### src/rtl/cam_scaling_pkg.sv
// Shared widths, FSM encoding and config helpers for the camera scaler controller.
package cam_scaling_pkg;
  localparam int DIM_W   = 11;
  localparam int DIV_W   = 22;
  localparam int RATIO_W = 23;
  localparam int TMR_W   = 24;

  typedef enum logic [2:0] {
    ST_IDLE    = 3'd0,
    ST_CALC    = 3'd1,
    ST_HOLD    = 3'd2,
    ST_ARM     = 3'd3,
    ST_RUN     = 3'd4,
    ST_DRAIN   = 3'd5,
    ST_RECOVER = 3'd6
  } state_t;

  function automatic logic dim_ok(input logic [DIM_W-1:0] d);
    return d >= DIM_W'(2);
  endfunction
endpackage

### src/rtl/cam_scaling_div.sv
// Serial restoring divider, one quotient bit per cycle, fixed DIV_W-cycle latency.
module cam_scaling_div
  import cam_scaling_pkg::*;
(
  input  logic             in_pclk,
  input  logic             in_arstn,
  input  logic             i_start,
  input  logic [DIV_W-1:0] i_dividend,
  input  logic [DIM_W-1:0] i_divisor,
  output logic [DIV_W-1:0] o_quotient,
  output logic             o_done
);
  logic [DIV_W-1:0] r_dvd;
  logic [DIM_W-1:0] r_rem;
  logic [DIM_W-1:0] r_dsr;
  logic [4:0]       r_cnt;
  logic             r_done;
  logic [DIM_W:0]   w_rem_sh;
  logic             w_ge;
  logic [DIM_W-1:0] w_rem_sub;

  // top bit of the shifted remainder forces a subtract; the 11-bit difference is then exact
  assign w_rem_sh  = {r_rem, r_dvd[DIV_W-1]};
  assign w_ge      = w_rem_sh[DIM_W] || (w_rem_sh[DIM_W-1:0] >= r_dsr);
  assign w_rem_sub = w_rem_sh[DIM_W-1:0] - r_dsr;

  always_ff @(posedge in_pclk) begin
    if (!in_arstn) begin
      r_dvd  <= '0;
      r_rem  <= '0;
      r_dsr  <= '0;
      r_cnt  <= '0;
      r_done <= 1'b0;
    end else begin
      r_done <= 1'b0;
      if (r_cnt == 5'd0) begin
        if (i_start) begin
          r_dvd <= i_dividend;
          r_dsr <= i_divisor;
          r_rem <= '0;
          r_cnt <= 5'(DIV_W);
        end
      end else begin
        r_dvd <= {r_dvd[DIV_W-2:0], w_ge};
        r_rem <= w_ge ? w_rem_sub : w_rem_sh[DIM_W-1:0];
        r_cnt <= r_cnt - 5'd1;
        if (r_cnt == 5'd1) r_done <= 1'b1;
      end
    end
  end

  assign o_quotient = r_dvd;
  assign o_done     = r_done;
endmodule

### src/rtl/cam_scaling_ctrl.sv
// Run-time controller for the bilinear scaler: config handshake, ratio calculation,
// frame-aligned scaler release, input gating, drain watchdog and FIFO-error resync.
//
//  state   | meaning
//  IDLE    | no active config, scaler held in reset
//  CALC    | four serial divides on the pending config, scaler in reset
//  HOLD    | scaler reset held RST_HOLD cycles after commit
//  ARM     | scaler released, input gated until start-of-frame
//  RUN     | pixels pass through, output frames counted
//  DRAIN   | input gated, waiting for last output frame (watchdog)
//  RECOVER | scaler reset RST_HOLD cycles after FIFO error
module cam_scaling_ctrl
  import cam_scaling_pkg::*;
#(
  parameter int               FRAC_BITS = 10,
  parameter int               RST_HOLD  = 4,
  parameter logic [TMR_W-1:0] P_TIMEOUT = 24'd4000000,
  parameter int               FCNT_W    = 16
) (
  input  logic               in_pclk,
  input  logic               in_arstn,
  input  logic               cfg_valid,
  output logic               cfg_ready,
  input  logic [DIM_W-1:0]   cfg_x_total,
  input  logic [DIM_W-1:0]   cfg_y_total,
  input  logic [DIM_W-1:0]   cfg_x_scale,
  input  logic [DIM_W-1:0]   cfg_y_scale,
  input  logic               in_valid,
  input  logic [DIM_W-1:0]   in_x,
  input  logic [DIM_W-1:0]   in_y,
  input  logic               out_valid,
  input  logic [DIM_W-1:0]   out_x,
  input  logic [DIM_W-1:0]   out_y,
  input  logic               scl_overflow,
  input  logic               scl_underflow,
  output logic               scl_rstn,
  output logic               scl_in_valid,
  output logic [DIM_W-1:0]   scl_x_total,
  output logic [DIM_W-1:0]   scl_y_total,
  output logic [DIM_W-1:0]   scl_x_scale,
  output logic [DIM_W-1:0]   scl_y_scale,
  output logic [RATIO_W-1:0] scl_x_out_ratio,
  output logic [RATIO_W-1:0] scl_x_in_ratio,
  output logic [RATIO_W-1:0] scl_y_out_ratio,
  output logic [RATIO_W-1:0] scl_y_in_ratio,
  output logic               busy,
  output logic [FCNT_W-1:0]  frame_cnt,
  output logic               cfg_err,
  output logic               timeout_err,
  output logic               fifo_err
);
  localparam logic [DIV_W-1:0] SCALE = DIV_W'((1 << FRAC_BITS) - 1);

  state_t             r_state, w_state_nxt;
  logic               r_pend_vld;
  logic [DIM_W-1:0]   r_pend_xt, r_pend_yt, r_pend_xs, r_pend_ys;
  logic [DIM_W-1:0]   r_xt, r_yt, r_xs, r_ys;
  logic [RATIO_W-1:0] r_xo, r_xi, r_yo, r_yi;
  logic [DIV_W-1:0]   r_q0, r_q1, r_q2;
  logic [1:0]         r_op;
  logic               r_div_run;
  logic [TMR_W-1:0]   r_tmr;
  logic [FCNT_W-1:0]  r_frame_cnt;
  logic               r_scl_rstn, r_cfg_err, r_timeout_err, r_fifo_err;

  logic               w_cfg_fire, w_cfg_bad, w_sof, w_ieof, w_oeof, w_fifo_ev;
  logic               w_div_start, w_div_done, w_commit, w_count, w_timeout, w_scl_in_valid;
  logic [DIV_W-1:0]   w_dvd, w_quo;
  logic [DIM_W-1:0]   w_dsr, w_pend_xt_m1, w_pend_yt_m1;

  assign cfg_ready  = !r_pend_vld && (r_state inside {ST_IDLE, ST_ARM, ST_RUN});
  assign w_cfg_fire = cfg_valid && cfg_ready;
  assign w_cfg_bad  = !dim_ok(cfg_x_total) || !dim_ok(cfg_y_total) ||
                      !dim_ok(cfg_x_scale) || !dim_ok(cfg_y_scale);

  assign w_sof  = in_valid && in_x == '0 && in_y == '0;
  assign w_ieof = in_valid && in_x == r_xt - DIM_W'(1) && in_y == r_yt - DIM_W'(1);
  assign w_oeof = out_valid && out_x == r_xs - DIM_W'(1) && out_y == r_ys - DIM_W'(1);
  assign w_fifo_ev = (scl_overflow || scl_underflow) && (r_state inside {ST_ARM, ST_RUN, ST_DRAIN});

  assign w_pend_xt_m1 = r_pend_xt - DIM_W'(1);
  assign w_pend_yt_m1 = r_pend_yt - DIM_W'(1);

  always_comb begin
    w_dvd = DIV_W'(w_pend_xt_m1) * SCALE;
    w_dsr = r_pend_xs;
    case (r_op)
      2'd1: begin w_dvd = DIV_W'(r_pend_xs) * SCALE;    w_dsr = w_pend_xt_m1; end
      2'd2: begin w_dvd = DIV_W'(w_pend_yt_m1) * SCALE; w_dsr = r_pend_ys;    end
      2'd3: begin w_dvd = DIV_W'(r_pend_ys) * SCALE;    w_dsr = w_pend_yt_m1; end
      default: ;
    endcase
  end

  cam_scaling_div u_div (
    .in_pclk    (in_pclk),
    .in_arstn   (in_arstn),
    .i_start    (w_div_start),
    .i_dividend (w_dvd),
    .i_divisor  (w_dsr),
    .o_quotient (w_quo),
    .o_done     (w_div_done)
  );

  always_comb begin
    w_state_nxt    = r_state;
    w_scl_in_valid = 1'b0;
    w_div_start    = 1'b0;
    w_commit       = 1'b0;
    w_count        = 1'b0;
    w_timeout      = 1'b0;
    case (r_state)
      ST_IDLE: if (r_pend_vld) w_state_nxt = ST_CALC;
      ST_CALC: begin
        w_div_start = !r_div_run;
        if (w_div_done && r_op == 2'd3) begin
          w_commit    = 1'b1;
          w_state_nxt = ST_HOLD;
        end
      end
      ST_HOLD: if (r_tmr == '0) w_state_nxt = ST_ARM;
      ST_ARM: begin
        if (w_fifo_ev)       w_state_nxt = ST_RECOVER;
        else if (r_pend_vld) w_state_nxt = ST_CALC;
        else if (w_sof) begin
          w_state_nxt    = ST_RUN;
          w_scl_in_valid = 1'b1;
        end
      end
      ST_RUN: begin
        w_scl_in_valid = in_valid;
        if (w_fifo_ev) w_state_nxt = ST_RECOVER;
        else begin
          w_count = w_oeof;
          if (w_ieof && r_pend_vld) w_state_nxt = ST_DRAIN;
        end
      end
      ST_DRAIN: begin
        if (w_fifo_ev) w_state_nxt = ST_RECOVER;
        else if (w_oeof) begin
          w_count     = 1'b1;
          w_state_nxt = ST_CALC;
        end else if (r_tmr == '0) begin
          w_timeout   = 1'b1;
          w_state_nxt = ST_CALC;
        end
      end
      ST_RECOVER: if (r_tmr == '0) w_state_nxt = ST_ARM;
      default: w_state_nxt = ST_IDLE;
    endcase
  end

  always_ff @(posedge in_pclk) begin
    if (!in_arstn) begin
      r_state       <= ST_IDLE;
      r_pend_vld    <= 1'b0;
      r_pend_xt     <= '0;
      r_pend_yt     <= '0;
      r_pend_xs     <= '0;
      r_pend_ys     <= '0;
      r_xt          <= '0;
      r_yt          <= '0;
      r_xs          <= '0;
      r_ys          <= '0;
      r_xo          <= '0;
      r_xi          <= '0;
      r_yo          <= '0;
      r_yi          <= '0;
      r_q0          <= '0;
      r_q1          <= '0;
      r_q2          <= '0;
      r_op          <= '0;
      r_div_run     <= 1'b0;
      r_tmr         <= '0;
      r_frame_cnt   <= '0;
      r_scl_rstn    <= 1'b0;
      r_cfg_err     <= 1'b0;
      r_timeout_err <= 1'b0;
      r_fifo_err    <= 1'b0;
    end else begin
      r_state   <= w_state_nxt;
      r_cfg_err <= w_cfg_fire && w_cfg_bad;
      if (w_cfg_fire && !w_cfg_bad) begin
        r_pend_vld <= 1'b1;
        r_pend_xt  <= cfg_x_total;
        r_pend_yt  <= cfg_y_total;
        r_pend_xs  <= cfg_x_scale;
        r_pend_ys  <= cfg_y_scale;
      end else if (w_commit) begin
        r_pend_vld <= 1'b0;
      end
      if (w_div_start)     r_div_run <= 1'b1;
      else if (w_div_done) r_div_run <= 1'b0;
      if (w_div_done) begin
        case (r_op)
          2'd0:    r_q0 <= w_quo;
          2'd1:    r_q1 <= w_quo;
          2'd2:    r_q2 <= w_quo;
          default: ;
        endcase
        r_op <= r_op + 2'd1;
      end
      // dimensions and ratios switch atomically, always outside a running frame
      if (w_commit) begin
        r_xt <= r_pend_xt;
        r_yt <= r_pend_yt;
        r_xs <= r_pend_xs;
        r_ys <= r_pend_ys;
        r_xo <= {1'b0, r_q0};
        r_xi <= {1'b0, r_q1};
        r_yo <= {1'b0, r_q2};
        r_yi <= {1'b0, w_quo};
      end
      if (w_state_nxt != r_state)
        r_tmr <= (w_state_nxt == ST_DRAIN) ? P_TIMEOUT - TMR_W'(1) : TMR_W'(RST_HOLD - 1);
      else if (r_tmr != '0)
        r_tmr <= r_tmr - TMR_W'(1);
      r_scl_rstn <= w_state_nxt inside {ST_ARM, ST_RUN, ST_DRAIN};
      if (w_count)   r_frame_cnt   <= r_frame_cnt + FCNT_W'(1);
      if (w_timeout) r_timeout_err <= 1'b1;
      if (w_fifo_ev) r_fifo_err    <= 1'b1;
    end
  end

  assign scl_rstn        = r_scl_rstn;
  assign scl_in_valid    = w_scl_in_valid;
  assign scl_x_total     = r_xt;
  assign scl_y_total     = r_yt;
  assign scl_x_scale     = r_xs;
  assign scl_y_scale     = r_ys;
  assign scl_x_out_ratio = r_xo;
  assign scl_x_in_ratio  = r_xi;
  assign scl_y_out_ratio = r_yo;
  assign scl_y_in_ratio  = r_yi;
  assign busy            = r_state != ST_RUN;
  assign frame_cnt       = r_frame_cnt;
  assign cfg_err         = r_cfg_err;
  assign timeout_err     = r_timeout_err;
  assign fifo_err        = r_fifo_err;
endmodule
### config.mk
export PLATFORM = sky130hd
export DESIGN_NAME = cam_scaling_ctrl
export DESIGN_NICKNAME = d
export VERILOG_FILES = /design/src/rtl/cam_scaling_pkg.sv /design/src/rtl/cam_scaling_div.sv /design/src/rtl/cam_scaling_ctrl.sv
export SDC_FILE = /design/constraint.sdc
export NUM_CORES = 1
export LEC_CHECK = 0
export BUFFER_PORTS_ARGS = -buffer_cell sky130_fd_sc_hd__buf_2
export CELL_PAD_IN_SITES_DETAIL_PLACEMENT = 2
export CELL_PAD_IN_SITES_GLOBAL_PLACEMENT = 2
export CORE_UTILIZATION = 33
export DETAILED_ROUTE_END_ITERATION = 7
export GPL_ROUTABILITY_DRIVEN = 0
export GPL_TIMING_DRIVEN = 0
export PLACE_DENSITY = 0.88
export RECOVER_POWER = 50
export SYNTH_ARGS = -nofsm -noshare
export SYNTH_HDL_FRONTEND = slang
export SYNTH_SLANG_ARGS = --single-unit
### constraint.sdc
create_clock -name in_pclk -period 6 [get_ports in_pclk]
set_clock_uncertainty 0.15 [all_clocks]
set_input_delay 1.8 -clock in_pclk [delete_from_list [all_inputs] [get_ports in_pclk]]
set_output_delay 1.8 -clock in_pclk [all_outputs]
set_load 0.02 [all_outputs]
Yosys cells after proc, flatten, opt, wreduce, memory -nomap -nowiden
Index checks and enable logic that the tools add are counted.
{ "classes": {"eq_ne": 20, "multipliers": 4, "n_mux": 44, "n_bitwise": 1, "reduce_logical": 44, "addsub": 11, "n_lt_le_gt_ge": 5} }
{ "ops": {"columns": ["cell", "count"], "rows": [
  ["$mul A11 B10 Y21 const B", 4],
  ["$mux W22", 3],
  ["$sub A11 B1 Y11 const B", 6],
  ["$pmux W21 S3", 1],
  ["$mux W24", 2],
  ["$eq A11 B11 Y1", 4],
  ["$ge A11 B2 Y1 const B", 4],
  ["$mux W11", 3],
  ["$mux W3", 11],
  ["$pmux W11 S3", 1],
  ["$logic_not A24 Y1", 1],
  ["$reduce_bool A24 Y1", 1],
  ["$sub A24 B1 Y24 const B", 1],
  ["$logic_not A11 Y1", 2],
  ["$mux W1", 18],
  ["$pmux W3 S6", 1],
  ["$add A16 B1 Y16 const B", 1],
  ["$eq A3 B3 Y1 const B", 5],
  ["$logic_and A1 B1 Y1", 13],
  ["$ge A11 B11 Y1", 1],
  ["$sub A11 B11 Y11", 1],
  ["$mux W5", 2],
  ["$eq A3 B2 Y1 const B", 3],
  ["$reduce_bool A3 Y1", 3],
  ["19 further kinds", 37]
]} }
{ "word_totals": {"reg_bits": 343, "out_inout_bits": 159, "word_cells": 159} }

Logic depth before layout (Yosys ltp)
{ "logic_depth": {"ltp_word": 11, "mapped_depth": 25} }

By module
A second synthesis with hierarchy kept.
{ "unflattened": {"cells_unflattened": 3124, "hier_area_um2": 26440.4} }
{ "by_module_without_submodules": {"columns": ["module", "cells_each", "area_per_inst_um2", "instances", "seq_area_each_um2"], "rows": [
  ["cam_scaling_ctrl", 2804, 23593.9, 1, 5865.6],
  ["cam_scaling_div", 320, 2846.5, 1, 1001.0]
]} }

Worst setup path before layout
Ideal clock, no wire load.
{ "synth_timing": {"path_type": "register to register", "start": "reg r_pend_xt[2]", "end": "reg u_div.r_dvd[17] (netlist: u_div.o_quotient[17])", "arrival_ns": 6.189, "setup_ns": 0.074, "path_slack_ns": -0.414, "stages_incl_launch_ff": 23, "path_cell_list": "dfxtp_1 clkbuf_1 nor4_1 nand2_1 nor2_1 xor2_1 fa_1 fa_1 inv_1 fa_1 fa_1 fa_1 inv_1 ha_1 o21a_1 o21a_1 a211o_1 a2111oi_0 nor2_1 a31oi_1 xor2_1 a31o_2 a31oi_1"} }
{ "synth_between": {"elab_chain_len": 5} }
{ "synth_rtl": {"columns": ["element", "line", "rtl"], "rows": [
  ["from (decl)", "cam_scaling_ctrl.sv:56", "logic [DIM_W-1:0] r_pend_xt, r_pend_yt, r_pend_xs, r_pend_ys;"],
  ["from (signal assigned)", "cam_scaling_ctrl.sv:185", "r_pend_xt <= cfg_x_total;"],
  ["$sub A11 B1 Y11", "cam_scaling_ctrl.sv:81", "assign w_pend_xt_m1 = r_pend_xt - DIM_W'(1);"],
  ["$mul A11 B10 Y21", "cam_scaling_ctrl.sv:85", "w_dvd = DIV_W'(w_pend_xt_m1) * SCALE;"],
  ["$pmux W21 S3", "cam_scaling_ctrl.sv:87", "case (r_op)"],
  ["$mux W22", "cam_scaling_div.sv:37", "if (i_start) begin"],
  ["$mux W22", "cam_scaling_div.sv:36", "if (r_cnt == 5'd0) begin"],
  ["to (signal assigned)", "cam_scaling_div.sv:38", "r_dvd <= i_dividend;"],
  ["to (signal assigned)", "cam_scaling_div.sv:44", "r_dvd <= {r_dvd[DIV_W-2:0], w_ge};"],
  ["to (decl)", "cam_scaling_div.sv:13", "logic [DIV_W-1:0] r_dvd;"]
]} }
Every way passes these cells. The select of a mux whose other input is x is not followed.
A chain may end at the register's enable or synchronous reset.

Worst setup path after layout
{ "layout_timing": {"start": "reg r_pend_xt[4]", "end": "reg u_div.r_dvd[19] (netlist: u_div.o_quotient[19])"} }
The elaborated chain is that of the path after synthesis.

==> results_dict.tcl <==
set metrics [dict create \
    synth_top_cell_area_share_pct 26.5 \
    worstSetupPathType "reg2reg" \
    design.die.area_mm2 0.0797 \
    hp-class "reg2reg" \
    yosysWarnings 0 \
    finalSetupViolations 17 \
    die_x_um 282 \
    htreeDepth 2 \
    period_needed_ns 8.43 \
    ys_types 85 \
    synth_compound_area_share_pct 14.8 \
    ys_top_cells_by_area "dfxtp_1, fa_1, ha_1, nand2_1, a21oi_1" \
    drt_first_iter_violations 4477 \
    start_util_pct 33.4 \
    io_buffers 249 \
    routed_wl_um 204000 \
    endpoint_kind "flop" \
    cts_hold_buf 0 \
    grt_pass1_vias 33341 \
    ant_nets 0 \
    via_count 32406 \
    clockBufferDepth 3 \
    ios 254 \
    cts_root_buffer "clkbuf_16" \
    synthArstFlopShare_pct 0 \
    worst_pin_slew_ns 2.22 \
    synth_edf_count 0 \
    grt.overflow.total 0 \
    synth_area_mm2 0.0259 \
    multi_input_area_mm2 0.0189 \
    layout-drive-gt1-share_pct 16.0 \
    max_freq_mhz 119 \
    cts_buffers 39 \
    synthMuxAreaShare_pct 2.30 \
    synth_top_family_by_area "adder cells" \
    antenna_found_initial 29 \
    finalCritPeriodShare_pct 141 \
    tns_ns -27.71 \
    rows 102 \
    ys_ff_latch 343 \
    grt_pass1_wl_um 244000 \
    synthFlopType "dfxtp_1" \
    violations "design-rule violations, max-capacitance violations, max-slew violations, negative setup slack" \
    status "finished, violations left" \
    seq_area_mm2 0.00692 \
    drt_pass1_iterations 8 \
    synthSimpleGateAreaFrac_pct 16.2 \
    coreArea_mm2 0.0776 \
    die_h_um 282 \
    start_kind "flop" \
    nNetsFinal 4017 \
    grt_setup_unrepaired "yes" \
    max-slew-margin-rel_pct -47.9 \
    worst_slack_ns -2.43 \
    viasPerCell 7.06 \
    fillers 8539 \
    drc 1 \
    grt_start_max_net_pins 14 \
    crit_fanout 5 \
    clk_latency_ns 0.70 \
    synth_top_area_cell "dfxtp_1" \
    synthToLayoutAreaGrowth_pct 24.4 \
    cap_violations 5 \
    routedWlPerCell_um 44.6 \
    grt_usage_pct 42.4 \
    syn_inst 3081 \
    synthXorXnorAreaFrac_pct 6.49 \
    hold_viol 0 \
    synthAdderAreaFrac_pct 26.8 \
    cp.required_ns 6.31 \
    avgSynthCellArea_um2 8.41 \
    numClockSinks 343 \
    yosysSeqAreaShare_pct 26.5 \
    cts.clk_slew.worst_paths_ns 0.09 \
    cts_tree "yes" \
    arrival_ns 8.74 \
    slew_viol_final 28 \
    place_hpwl_um 91000 \
]
==> registers in the layout, indices dropped and copies added, names as in the netlist, 16 cells and up <==
register	count
u_div.o_quotient	22
r_q0	22
scl_y_out_ratio	22
r_q2	22
frame_cnt	16
scl_x_in_ratio	22
scl_y_in_ratio	22
scl_x_out_ratio	22
r_tmr	24
r_q1	22
==> worst max-delay path, cell delays in order (launching register included) <==
cell	delay (ns)
dfxtp_2	0.42
nor4_4	0.34
buf_4	0.21
nand2_4	0.08
nor3_4	0.39
xor2_4	0.33
inv_2	0.11
fa_2	0.56
inv_1	0.19
fa_1	1.07
inv_1	0.15
fa_1	0.54
fa_1	0.83
inv_1	0.16
ha_1	0.36
ha_4	0.25
a21o_1	0.20
buf_6	0.15
o21a_4	0.22
a2111oi_4	0.33
buf_4	0.21
o21ai_2	0.06
a31oi_1	0.19
xor2_1	0.32
o22a_1	0.20
o21ai_1	0.10
==> final timing paths <==
check                                   from                   end  slack [ns]  cells after the start
worst max-delay path            r_pend_xt[4]  u_div.o_quotient[19]       -2.43                     25
worst min-delay path                 r_q1[7]     scl_x_in_ratio[7]        0.29                      2
worst max register to register  r_pend_xt[4]  u_div.o_quotient[19]       -2.43                     25
worst min register to register       r_q1[7]     scl_x_in_ratio[7]        0.29                      2
==> cell families (layout without fill, tap and decap cells) <==
group | count (synthesis) | in the layout
AND/OR/NAND/NOR | 950 | 950
AO/OA/AOI/OAI | 630 | 630
buffers and inverters | 470 | 902
adder cells (fa/ha/maj) | 436 | 436
flip-flops | 343 | 343
XOR/XNOR | 192 | 192
multiplexers | 59 | 59
other | 1 | 36
==> per-stage QoR <==
stage / util [%] / cell area, um2 / setup slack, ns / hold WS [ns] / cells
6_report: 41.6 / 32300 / -2.43 / 0.294 / 4588
3_5_place_dp: 37.0 / 28700 / -1.56 / 0.302 / 4373
4_1_cts: 40.8 / 31600 / -0.696 / 0.317 / 4516
2_1_floorplan: - / 26100 / -0.0104 / 0.276 / 3084
5_1_grt: 41.5 / 32200 / -2.17 / 0.299 / 4572
3_3_place_gp: 37.0 / 28700 / -1.23 / 0.291 / 4373
==> synth_stat cells, types with 46 or more instances <==
cell type / instances
nand2_1: 528
dfxtp_1: 343
inv_1: 339
a21oi_1: 312
ha_1: 234
fa_1: 200
nor2_1: 178
xnor2_1: 124
clkbuf_1: 121
o21ai_0: 95
xor2_1: 68
mux2i_1: 55
nor3_1: 46
==> metal layers <==
metal	global-route usage, %	wire, um	vias up
li1	-	-	11131
met1	43.4	63200	15636
met2	67.1	84000	3692
met3	14.3	30500	1919
met4	41.8	26000	28
met5	0.122	678	-
==> area by class of cell <==
type,instances,area share [%]
repair buffers,367,6.29
diodes,32,0.248
plain buffers,126,1.53
clock inverters,14,0.454
well taps,1040,4.03
multi-input cells,2271,58.5
inverters,340,4.05
clock buffers,55,3.40
flip-flops and latches,343,21.5
==> cells in the final DEF, fill, tap and decap left out, drive strengths merged, types with 19 or more instances in the layout <==
cell type	synthesis	layout
o21ai	95	95
clkbuf	121	320
nor2	178	178
buf	9	228
a211oi	27	27
a21o	25	25
nor3	48	48
nor4	31	31
fa	200	200
ha	234	234
a31oi	19	19
xnor2	124	124
or3	19	19
diode	0	32
a21oi	313	313
nand2	528	528
mux2i	55	55
xor2	68	68
nand3	35	35
inv	339	340
dfxtp	343	343
==> repair_timing <==
action	4_1_cts	5_1_grt
gates resized for setup	238	91
endpoints found under the setup margin	16	16
pin swaps	108	83
setup buffers	78	40
Power is left out: the tool's default activity adds up to more than one toggle a clock period on the data nets, which glitch-free logic cannot reach.
